===== src/rtl/rom_stream_loader.sv =====
// Byte-stream program loader: unpacks a framed image from a valid/ready byte channel,
// packs bytes little-endian into 32-bit words, writes them to the instruction ROM from
// word 0 and holds the core in reset until a checksummed frame has been fully loaded.
module rom_stream_loader #(
  parameter int unsigned ADDR_WIDTH     = 12,
  parameter logic [7:0]  SYNC_BYTE      = 8'hA5,
  parameter int unsigned TIMEOUT_CYCLES = 100000
) (
  input  logic                  clk,
  input  logic                  rst,
  input  logic                  restart_i,
  input  logic                  rx_valid_i,
  input  logic [7:0]            rx_data_i,
  output logic                  rx_ready_o,
  output logic                  rom_we_o,
  output logic [ADDR_WIDTH-1:0] rom_waddr_o,
  output logic [31:0]           rom_wdata_o,
  output logic                  core_rst_n_o,
  output logic                  done_o,
  output logic                  err_o,
  output logic [1:0]            err_code_o
);

  localparam int unsigned TmoW = $clog2(TIMEOUT_CYCLES + 1);
  localparam int unsigned CntW = ADDR_WIDTH + 1;

  typedef enum logic [2:0] {
    StSync, StLen0, StLen1, StData, StCsum, StDone, StError
  } state_e;

  state_e                r_state;
  logic [7:0]            r_len_lo;
  logic [15:0]           r_len;
  logic [1:0]            r_lane;
  logic [23:0]           r_shift;
  logic [CntW-1:0]       r_wcnt;
  logic [7:0]            r_xor;
  logic [TmoW-1:0]       r_tmo;
  logic                  r_we;
  logic [ADDR_WIDTH-1:0] r_waddr;
  logic [31:0]           r_wdata;
  logic                  r_core_rst_n;
  logic                  r_done;
  logic                  r_err;
  logic [1:0]            r_err_code;

  logic                  w_acc;
  logic [15:0]           w_len;
  logic                  w_len_over;
  logic [CntW-1:0]       w_wcnt_inc;
  logic                  w_last_word;
  logic                  w_tmo_run;
  logic                  w_tmo_hit;

  // Byte channel is ready everywhere except the two terminal states.
  always_comb begin
    rx_ready_o = (r_state != StDone) && (r_state != StError);
  end

  // Decode helpers for the FSM: handshake, length limit, last word and timeout.
  always_comb begin
    w_acc       = rx_valid_i & rx_ready_o;
    w_len       = {rx_data_i, r_len_lo};
    // Word counter is one bit wider than the address so a full-capacity image is legal.
    w_len_over  = 32'(w_len) > (32'd1 << ADDR_WIDTH);
    w_wcnt_inc  = r_wcnt + CntW'(1);
    w_last_word = 32'(w_wcnt_inc) == 32'(r_len);
    w_tmo_run   = (r_state == StLen0) || (r_state == StLen1) ||
                  (r_state == StData) || (r_state == StCsum);
    w_tmo_hit   = r_tmo == TmoW'(TIMEOUT_CYCLES - 1);
  end

  // Frame FSM with registered ROM-write and status outputs.
  always_ff @(posedge clk or negedge rst) begin
    if (!rst) begin
      r_state      <= StSync;
      r_len_lo     <= '0;
      r_len        <= '0;
      r_lane       <= '0;
      r_shift      <= '0;
      r_wcnt       <= '0;
      r_xor        <= '0;
      r_tmo        <= '0;
      r_we         <= 1'b0;
      r_waddr      <= '0;
      r_wdata      <= '0;
      r_core_rst_n <= 1'b0;
      r_done       <= 1'b0;
      r_err        <= 1'b0;
      r_err_code   <= '0;
    end else begin
      r_we <= 1'b0;
      // Address advances after each strobe; wraps only after the final word.
      if (r_we) r_waddr <= r_waddr + ADDR_WIDTH'(1);

      if (restart_i) begin
        // Restart beats timeout, the checksum decision and any same-cycle byte.
        r_state      <= StSync;
        r_done       <= 1'b0;
        r_err        <= 1'b0;
        r_err_code   <= '0;
        r_core_rst_n <= 1'b0;
        r_waddr      <= '0;
        r_tmo        <= '0;
      end else begin
        if (!w_tmo_run || w_acc) begin
          r_tmo <= '0;
        end else if (!w_tmo_hit) begin
          r_tmo <= r_tmo + TmoW'(1);
        end

        if (w_tmo_run && !w_acc && w_tmo_hit) begin
          r_state    <= StError;
          r_err      <= 1'b1;
          r_err_code <= 2'd3;
        end else if (w_acc) begin
          unique case (r_state)
            StSync: begin
              if (rx_data_i == SYNC_BYTE) begin
                r_state <= StLen0;
                r_xor   <= '0;
                r_wcnt  <= '0;
                r_lane  <= '0;
                r_waddr <= '0;
              end
            end
            StLen0: begin
              r_len_lo <= rx_data_i;
              r_state  <= StLen1;
            end
            StLen1: begin
              r_len <= w_len;
              if (w_len_over) begin
                r_state    <= StError;
                r_err      <= 1'b1;
                r_err_code <= 2'd2;
              end else if (w_len == 16'd0) begin
                r_state <= StCsum;
              end else begin
                r_state <= StData;
              end
            end
            StData: begin
              r_xor  <= r_xor ^ rx_data_i;
              r_lane <= r_lane + 2'd1;
              unique case (r_lane)
                2'd0: r_shift[7:0]   <= rx_data_i;
                2'd1: r_shift[15:8]  <= rx_data_i;
                2'd2: r_shift[23:16] <= rx_data_i;
                2'd3: begin
                  r_wdata <= {rx_data_i, r_shift};
                  r_we    <= 1'b1;
                  r_wcnt  <= w_wcnt_inc;
                  if (w_last_word) r_state <= StCsum;
                end
                default: ;
              endcase
            end
            StCsum: begin
              if (rx_data_i == r_xor) begin
                r_state      <= StDone;
                r_done       <= 1'b1;
                r_core_rst_n <= 1'b1;
              end else begin
                r_state    <= StError;
                r_err      <= 1'b1;
                r_err_code <= 2'd1;
              end
            end
            default: ;
          endcase
        end
      end
    end
  end

  assign rom_we_o     = r_we;
  assign rom_waddr_o  = r_waddr;
  assign rom_wdata_o  = r_wdata;
  assign core_rst_n_o = r_core_rst_n;
  assign done_o       = r_done;
  assign err_o        = r_err;
  assign err_code_o   = r_err_code;

endmodule


===== config.mk =====
export PLATFORM = sky130hd
export DESIGN_NAME = rom_stream_loader
export DESIGN_NICKNAME = d
export VERILOG_FILES = /design/src/rtl/rom_stream_loader.sv
export SDC_FILE = /design/constraint.sdc
export NUM_CORES = 1
export LEC_CHECK = 0
export CAP_MARGIN = 20
export CORE_MARGIN = 2
export CORE_UTILIZATION = 50
export DETAILED_ROUTE_END_ITERATION = 7
export PLACE_DENSITY = 0.78
export SLEW_MARGIN = 40
export SYNTH_ARGS = -nofsm -noshare
export SYNTH_HDL_FRONTEND = slang
export SYNTH_SLANG_ARGS = --single-unit

===== constraint.sdc =====
create_clock -name clk -period 4.6 [get_ports clk]
set_clock_uncertainty 0.2 [all_clocks]
set_input_delay 0.92 -clock clk [delete_from_list [all_inputs] [get_ports clk]]
set_output_delay 0.92 -clock clk [all_outputs]
set_load 0.02 [all_outputs]

==> results of run 1 <==
[worst max path at each step]
stage | end | depth (start not counted) | slack [ns]
finish | r_state[0]$_DFFE_PN0P_ | 9 | 1.17
global route | r_tmo[9]$_DFFE_PN0P_ | 7 | 1.09
CTS | r_state[0]$_DFFE_PN0P_ | 9 | 1.20
detailed placement | r_state[0]$_DFFE_PN0P_ | 9 | 0.75
global placement | r_state[0]$_DFFE_PN0P_ | 9 | 0.80
floorplan | r_state[0]$_DFFE_PN0P_ | 7 | 1.85
[per-stage QoR]
stage / util, % / hold slack, ns / area (um2)
6_report: 61.32 / 0.1368 / 8056
4_1_cts: 61.11 / 0.2741 / 8029
3_3_place_gp: 56.62 / 0.2420 / 7438
2_1_floorplan: - / 0.2331 / 6648
5_1_grt: 61.32 / 0.1372 / 8056
3_5_place_dp: 56.65 / 0.2500 / 7442
[flip-flops by register name (all words and copies together) (netlist names), 2 cells and up]
register,cells
r_len,16
r_wcnt,13
err_code_o,2
r_lane,2
rom_waddr_o,12
r_tmo,17
r_xor,8
r_state,3
rom_wdata_o,32
r_len_lo,8
r_shift,24
[cell type report]
cell class	instances	area, um2
fillers	1066	5081
flip-flops and latches	140	3503
multi-input cells	478	2943
repair buffers	78	765.7
clock buffers	22	474.2
well taps	176	220.2
clock inverters	9	112.6
inverters	10	37.54
[per-layer routing]
metal / vias to the layer above / share of wire, %
met5: - / 0
met3: 20 / 4.7
met4: 0 / 1.9
met2: 152 / 50
met1: 2526 / 43
li1: 2405 / -
[logic make-up after synthesis]
| family | Yosys count | synth area share [%] |
|---|---|---|
| buf+inv | 47 | 3.030 |
| xor+xnor | 45 | 5.929 |
| flops | 140 | 52.70 |
| fa+ha+maj | 7 | 1.317 |
| simple gates | 281 | 19.80 |
| compound gates | 92 | 8.338 |
| mux | 53 | 8.884 |
[placed cells by master (no fill, tap or decap), drive strengths merged, types with 4 or more instances in the layout]
master and instances:
a21oi 9, a31oi 4, and3 10, buf 17, clkbuf 22, clkdlybuf4s50 61, clkinvlp 4, dfrtp 140
ha 7, inv 11, mux2 48, mux2i 5, nand2 141, nand3 12, nand4 18, nor2 50
nor3 12, nor4 6, o21ai 51, o31ai 5, or3 10, xnor2 22, xor2 23
[critical path, cell delays in order]
cell and delay, ns:
clkdlybuf4s50_1 0.40, buf_4 0.18, nor4bb_1 0.32, a21boi_0 0.24
a311oi_1 0.38, nand4_1 0.18, or4_1 0.59, nand2_1 0.15
mux2i_1 0.21
[power by group through the flow]
stage / registers [W] / logic (W) / clock network, W
final: 0.00154 / 0.000539 / 0.00136
after detailed placement: 0.00156 / 0.000530 / 0
after floorplan: 0.00151 / 0.000404 / 0
after global placement: 0.00154 / 0.000507 / 0
after global routing: 0.00157 / 0.000597 / 0.00143
after CTS: 0.00154 / 0.000536 / 0.00138
==> run_results.csv, run 1 <==
group,metric,value,unit
yosys,synth_cells,665,
yosys,ys_ff_latch,140,
grt,met1_usage,28.20,%
power_and_ir_drop,irDropWorstVdd,245.3,uV
clocking,cts_tree,"done",
clocking,cts.clk_slew.worst_paths,0.06,ns
detailed_routing,wire_per_inst,16.59,um
floorplanning,die_width,119.3,um
timing,drv_slew,0,
power_and_ir_drop,p_comb_share,15.7,%
timing,tns,0,ns
yosys,synth_warnings,0,
detailed_routing,drt_iter0_drc,340,
setup_path,r2r_end,"r_state[0]$_DFFE_PN0P_",
timing,setup_slack,1.166,ns
yosys,synth_fp_nets,684,
floorplanning,initial_core_util,50.60,%
floorplanning,pin_count,63,
power_and_ir_drop,cellPowerDensity,426.8,mW/mm2
power_and_ir_drop,swShare,27.13,%
setup_path,start_kind,"input pin",
timing,fmax,291.2,MHz
yosys,syn_area_per_cell,9.996,um2
setup_path,crit_fanout,11,
cells_and_area,final_cells,913,
clocking,postCtsSetupRepairBufs,0,
grt,busiest_layer,"met2",
floorplanning,core_area,0.01314,mm2
yosys,yosys.cell_count.top_type,"nand2_1",
clocking,cts_buffer_depth,2,
setup_path,startpoint,"rx_data_i[6]",
yosys,synth_edf_count,0,
setup_path,ff2ff_setup_slack,1.23,ns
timing,rsz0062_at_grt,"false",
power_and_ir_drop,internal-power,0.002505,W
timing,finalSetupViolCount,0,
placement,port_buffers,62,
timing,hold_violations,0,
run,cap_viol_max_count,0,
placement,pre_cts_slack,0.7476,ns
grt,use_met3,5.364,%
power_and_ir_drop,p_clk_share,39.5,%
cells_and_area,diodes,0,
setup_path,worstSetupPathType,"input pin to register",
yosys,ys_top_cells_by_count,"141 x nand2_1, 140 x dfrtp_1, 51 x o21ai_0, 50 x nor2_1, 48 x mux2_2",
floorplanning,die-area,0.01423,mm2
yosys,ys_types,54,
cells_and_area,area_growth,21.19,%
yosys,synthArstFlopShare,100.0,%
grt,grt-ovfl-total,0,
setup_path,critPathRequiredTime,4.74,ns
yosys,synth-main-ff-cell,"dfrtp_1",
timing,worstMarginPinSlew,0.7494,ns
cells_and_area,nets,744,
grt,grt_start_max_net_pins,107,
timing,period_needed,3.434,ns
power_and_ir_drop,power,0.003438,W
placement,place_congestion,0.8056,
yosys,synth-seq-area-share,52.70,%
grt,grt_pass1_wl,25540,um
placement,dp_hpwl,9818,um
power_and_ir_drop,p_leak,3.684,nW
clocking,numCtsBuffers,17,
grt,antenna_found_initial,0,
timing,post-route-period-util,74.65,%
detailed_routing,drc,0,
power_and_ir_drop,seqPwrFrac,44.8,%
clocking,cts_root_buffer,"clkbuf_16",
status,status,"completed",
timing,slew_headroom,49.70,%
grt,grt_pass1_vias,5342,
cells_and_area,layout-drive-gt1-share,13.57,%
grt,track_usage,22.57,%
clocking,cts_sinks,140,
placement,place_inst,881,
yosys,yosys.area.top_type,"dfrtp_1",
floorplanning,fp.dieH,119.3,um
worst_hold_path,hold_class,"input pin to async pin",
detailed_routing,firstDrtPassIters,5,
detailed_routing,vias,5103,
detailed_routing,vias_per_cell,5.589,
clocking,cts.repair.resized,0,
grt,grt_use_met2,38.07,%
setup_path,crit_path_end_kind,"register",
setup_path,critPathArrivalTime,3.57,ns
clocking,htreeDepth,4,
floorplanning,fp-row-count,42,
clocking,clk_latency,0.42,ns
setup_path,r2r-start,"r_wcnt[0]$_DFFE_PN0P_",
detailed_routing,wirelength,15150,um
detailed_routing,antenna_left,0,
clocking,hold_buffers,0,
yosys,synth_area_leaders,"dfrtp_1 53%, mux2_2 8.1%, nand2_1 8.0%",
yosys,syn_area,0.006648,mm2
setup_path,reg2reg_depth,8,
power_and_ir_drop,p_sw,0.0009328,W
yosys,synth_top_area_share,52.70,%
Power figures use the tool's default switching activity.
==> inputs of run 2 (changes only) <==
Clock period 4.6 ns to 3.4 ns, I/O delays scaled along.
==> run 2 against run 1 <==
Compared with the run above:
- core utilization is 0.076 points higher
- design area is 0.12% higher
- register-to-register slack worse by 0.91 ns
- sequential share of layout area is 0.054 points lower
- clock power is 34% higher
- critical path type is now register to register
- largest power group unchanged
- highest routed layer unchanged
==> run_results.csv, run 2 (synthesis results as in run 1) <==
group,metric,value,unit
status,status,"completed",
placement,port_buffers,62,
detailed_routing,drt_iter0_drc,354,
placement,pre_cts_slack,0.1687,ns
cells_and_area,layout-drive-gt1-share,14.40,%
setup_path,ff2ff_setup_slack,0.32,ns
clocking,htreeDepth,4,
power_and_ir_drop,p_leak,3.700,nW
cells_and_area,nets,749,
clocking,clk_latency,0.42,ns
power_and_ir_drop,power,0.004641,W
floorplanning,core_area,0.01314,mm2
grt,grt_start_max_net_pins,70,
floorplanning,initial_core_util,50.60,%
cells_and_area,area_growth,21.34,%
setup_path,start_kind,"register",
clocking,numCtsBuffers,17,
detailed_routing,wire_per_inst,16.18,um
placement,place_congestion,0.8459,
clocking,cts.clk_slew.worst_paths,0.06,ns
setup_path,worstSetupPathType,"register to register",
grt,track_usage,22.52,%
timing,post-route-period-util,90.67,%
cells_and_area,largest_register_ffs,32,
cells_and_area,fillers,1070,
floorplanning,fp-row-count,42,
detailed_routing,firstDrtPassIters,5,
clocking,cts.repair.resized,0,
detailed_routing,vias_per_cell,5.661,
timing,worstMarginPinSlew,0.6459,ns
grt,grt_pass1_wl,25610,um
clocking,cts_sinks,140,
floorplanning,die_width,119.3,um
clocking,postCtsSetupRepairBufs,0,
setup_path,crit_path_end_kind,"register",
setup_path,critPathArrivalTime,3.23,ns
setup_path,crit_fanout,10,
clocking,cts_root_buffer,"clkbuf_16",
timing,slew_headroom,56.94,%
placement,dp_hpwl,9978,um
detailed_routing,wirelength,14870,um
cells_and_area,diodes,0,
floorplanning,pin_count,63,
floorplanning,fp.dieH,119.3,um
clocking,cts_buffer_depth,2,
grt,grt-ovfl-total,0,
timing,rsz0062_at_grt,"false",
run,cap_viol_max_count,0,
power_and_ir_drop,cellPowerDensity,575.4,mW/mm2
detailed_routing,vias,5202,
grt,grt_pass1_vias,5393,
setup_path,critPathRequiredTime,3.55,ns
timing,period_needed,3.083,ns
timing,setup_slack,0.3171,ns
detailed_routing,antenna_left,0,
worst_hold_path,hold_class,"input pin to async pin",
floorplanning,die-area,0.01423,mm2
grt,antenna_found_initial,0,
timing,hold_violations,0,
timing,drv_slew,0,
clocking,cts_tree,"done",
clocking,hold_buffers,0,
timing,finalSetupViolCount,0,
cells_and_area,final_common_cell,"nand2_1",
power_and_ir_drop,irDropWorstVdd,341.7,uV
cells_and_area,final_cell_mix,"141 x nand2_1, 140 x dfrtp_1, 61 x clkdlybuf4s50_1",
detailed_routing,drc,0,
timing,tns,0,ns
timing,fmax,324.4,MHz
run 2: metrics by stage:
stage                     utilization, %  hold WS, ns  cells  instance area (um2)
after global routing               61.40       0.1055    919                 8066
after floorplan                        -       0.1844    665                 6648
final                              61.40      0.05114    919                 8066
after global placement             56.96       0.2481    887                 7483
after detailed placement           56.96       0.2585    887                 7483
after CTS                          61.40      0.08143    919                 8066
run 2: path summary, 6_finish.rpt:
| path | depth (start not counted) | to | start |
|---|---|---|---|
| worst max-delay path | 8 | r_state[0]$_DFFE_PN0P_ | r_wcnt[0]$_DFFE_PN0P_ |
| worst min-delay path | 1 | r_tmo[4]$_DFFE_PN0P_ | rst |
| worst max register to register | 8 | r_state[0]$_DFFE_PN0P_ | r_wcnt[0]$_DFFE_PN0P_ |
| worst min register to register | 2 | rom_wdata_o[8]$_DFFE_PN0P_ | r_shift[8]$_DFFE_PN0P_ |
| max in group asynchronous | 2 | rom_wdata_o[19]$_DFFE_PN0P_ | rst |
| min in group clk | 2 | rom_wdata_o[8]$_DFFE_PN0P_ | r_shift[8]$_DFFE_PN0P_ |
run 2: metal layers:
layer / track usage (%) / up-vias / part of all wire, %
li1: - / 2420 / -
met1: 27.82 / 2575 / 42
met2: 37.50 / 173 / 50
met3: 5.747 / 34 / 5.8
met4: 9.853 / 0 / 2.6
met5: 0 / - / 0
run 2: power by group:
part	internal, W	total [W]	switching [W]
combinational	0.000380	0.000736	0.000356
sequential	0.00188	0.00209	0.000205
clock	0.00110	0.00182	0.000718
run 2: worst max-delay path: stages, from the launching register on:
cell and delay [ns]:
dfrtp_1 0.44, ha_1 0.32, nand3_2 0.23, or3_1 0.49, a2111oi_1 0.35, o32ai_1 0.16, or4_1 0.51, nand2_1 0.13
mux2i_1 0.18
run 2: layout make-up:
class	count	area (um2)	area share, %
Tap cell	176	220.2	2.730
Timing Repair Buffer	83	779.5	9.663
Inverter	10	37.54	0.4653
Multi-Input combinational cell	478	2943	36.48
Sequential cell	140	3503	43.43
Clock inverter	13	140.1	1.737
Clock buffer	19	442.9	5.491
==> inputs of run 3 (changes only) <==
Settings changed: CORE_MARGIN 2 to 3, CTS_CLUSTER_SIZE set to 40, PLACE_DENSITY 0.78 to 0.81.
Clock period 3.4 ns to 2.6 ns, I/O delays scaled along.
==> run 3 against run 2 <==
Compared with the run above:
- global-route usage is 1.7 points higher
- worst setup slack got worse by 0.30 ns
- fmax increased by 19%
- flip-flop and latch count stayed put
- sequential power grew 31%
==> run_results.csv, run 3 (synthesis results as in run 1) <==
group,metric,value,unit
grt,grt_start_max_net_pins,61,
setup_path,critPathRequiredTime,2.74,ns
detailed_routing,wire_per_inst,17.68,um
run,cap_viol_max_count,0,
cells_and_area,postLayoutCellArea,0.008531,mm2
power_and_ir_drop,cellPowerDensity,743.3,mW/mm2
timing,setup_slack,0.01903,ns
setup_path,worstSetupPathType,"register to register",
cells_and_area,largest_register_ffs,32,
placement,port_buffers,62,
placement,place_congestion,0.8464,
clocking,cts_sinks,140,
timing,drv_slew,0,
detailed_routing,drc,0,
timing,post-route-period-util,99.27,%
worst_hold_path,min_from,"r_shift[7]$_DFFE_PN0P_",
clocking,postCtsSetupRepairBufs,0,
clocking,cts.clk_slew.worst_paths,0.06,ns
cells_and_area,final_cells,955,
timing,rsz0062_at_grt,"true",
power_and_ir_drop,irDropWorstVdd,488.0,uV
cells_and_area,diodes,0,
clocking,cts_root_buffer,"clkbuf_16",
worst_hold_path,min_to,"rom_wdata_o[7]$_DFFE_PN0P_",
timing,finalSetupViolCount,0,
floorplanning,fp.dieH,121.3,um
clocking,cts_tree,"done",
cells_and_area,final_cell_mix,"140 x nand2_1, 138 x dfrtp_1, 59 x clkdlybuf4s50_1, 59 x buf_4, 50 x nor2_1",
floorplanning,pin_count,63,
detailed_routing,firstDrtPassIters,4,
grt,grt_pass1_wl,27860,um
grt,grt-ovfl-total,0,
timing,hold_violations,0,
placement,postPlaceCellArea,0.007796,mm2
setup_path,ff2ff_setup_slack,0.02,ns
cells_and_area,regArea,0.003506,mm2
grt,track_usage,24.18,%
detailed_routing,wirelength,16890,um
worst_hold_path,hold_class,"register to register",
placement,pre_cts_slack,-0.5143,ns
cells_and_area,final_common_cell,"nand2_1",
floorplanning,die_width,121.3,um
power_and_ir_drop,p_clk_share,38.6,%
detailed_routing,antenna_left,0,
clocking,cts_buffer_depth,2,
detailed_routing,vias,5401,
placement,place_inst,922,
cells_and_area,nets,789,
timing,slew_headroom,62.14,%
timing,fmax,387.5,MHz
timing,holdWs,0.2757,ns
power_and_ir_drop,p_comb_share,18.2,%
detailed_routing,drt_iter0_drc,330,
clocking,numCtsBuffers,17,
timing,worstMarginPinSlew,0.5679,ns
status,status,"completed",
placement,dp_hpwl,11370,um
grt,antenna_found_initial,0,
floorplanning,core_area,0.01282,mm2
clocking,htreeDepth,4,
power_and_ir_drop,seqPwrFrac,43.2,%
cells_and_area,multi_input_area,0.003080,mm2
setup_path,start_kind,"register",
setup_path,crit_fanout,5,
setup_path,crit_path_end_kind,"register",
setup_path,r2r-start,"r_wcnt[0]$_DFFE_PN0P_",
cells_and_area,final_util,66.52,%
power_and_ir_drop,internal-power,0.004561,W
grt,grt_pass1_vias,5603,
floorplanning,initial_core_util,51.83,%
cells_and_area,fillers,979,
power_and_ir_drop,p_leak,3.941,nW
cells_and_area,layout-drive-gt1-share,20.82,%
setup_path,r2r_end,"r_state[0]$_DFFE_PN0P_",
worst_hold_path,min_path_cells,2,
timing,period_needed,2.581,ns
clocking,clk_latency,0.42,ns
power_and_ir_drop,p_sw,0.001780,W
cells_and_area,area_growth,28.33,%
power_and_ir_drop,swShare,28.07,%
setup_path,critPathArrivalTime,2.72,ns
setup_path,reg2reg_depth,9,
detailed_routing,vias_per_cell,5.655,
floorplanning,fp-row-count,41,
floorplanning,die-area,0.01471,mm2
==> run 3: cell count changes in the layout (fill, tap and decap cells not counted), sizes merged <==
cell and delta:
clkinv +1, inv -1, dlygate4sd2 +2, buf +39
bufinv +1, clkdlybuf4s50 -2, clkbuf -1, dlygate4sd3 +1
==> run 3: power groups by stage <==
stage	clock network, W	registers, W	logic (W)
after floorplan	0	0.00267	0.000715
final	0.00245	0.00274	0.00115
after detailed placement	0	0.00275	0.00107
after CTS	0.00248	0.00273	0.00110
after global routing	0.00258	0.00277	0.00125
after global placement	0	0.00272	0.00101
==> run 3: per-stage QoR <==
stage / power, W / TNS, ns
3_3_place_gp: 0.003731 / -7.227
6_report: 0.006341 / 0
3_5_place_dp: 0.003816 / -11.82
2_1_floorplan: 0.003381 / 0
4_1_cts: 0.006313 / 0
5_1_grt: 0.006607 / -0.1311
==> run 3: worst max-delay path, stage by stage (launching register included) <==
cell     delay (ns)
dfrtp_1        0.39
ha_4           0.16
nand3_4        0.10
buf_4          0.16
or3_1          0.35
a21o_1         0.19
a22o_1         0.24
or4_4          0.43
nand2_2        0.10
mux2i_1        0.18
==> run 3: layout make-up <==
cell class / count / area share [%]
Sequential cell: 140 / 41.10
Inverter: 10 / 0.4400
Timing Repair Buffer: 123 / 12.80
Clock inverter: 14 / 1.995
Clock buffer: 18 / 5.031
Tap cell: 172 / 2.523
Multi-Input combinational cell: 478 / 36.11
==> run 3: how the worst max path moves through the flow <==
stage                     startpoint                      to  slack, ns  depth (start not counted)
3_3_place_gp            rx_data_i[7]  r_state[0]$_DFFE_PN0P_      -0.42                          9
3_5_place_dp            rx_data_i[7]  r_state[0]$_DFFE_PN0P_      -0.51                          9
4_1_cts        r_wcnt[0]$_DFFE_PN0P_  r_state[0]$_DFFE_PN0P_      0.004                          9
2_1_floorplan  r_wcnt[0]$_DFFE_PN0P_  r_state[0]$_DFFE_PN0P_       0.02                          8
5_1_grt        r_wcnt[0]$_DFFE_PN0P_  r_state[0]$_DFFE_PN0P_      -0.09                          8
6_report       r_wcnt[0]$_DFFE_PN0P_  r_state[0]$_DFFE_PN0P_       0.02                          9
==> run 3: layer usage <==
layer / vias up / wire length [um] / GRT usage (%)
met2: 153 / 8748 / 41.35
met3: 32 / 641 / 4.848
met1: 2712 / 7089 / 29.61
met4: 0 / 405 / 10.71
li1: 2504 / - / -
met5: - / 0 / 0
==> run 3: what timing repair did <==
item / CTS / global route
hold endpoints to repair: 56 / 0
resized for setup: 9 / 18
hold buffers: 1 / 0
setup endpoints to repair: 9 / 28
pin swaps: 0 / 1
cloned: 0 / 0
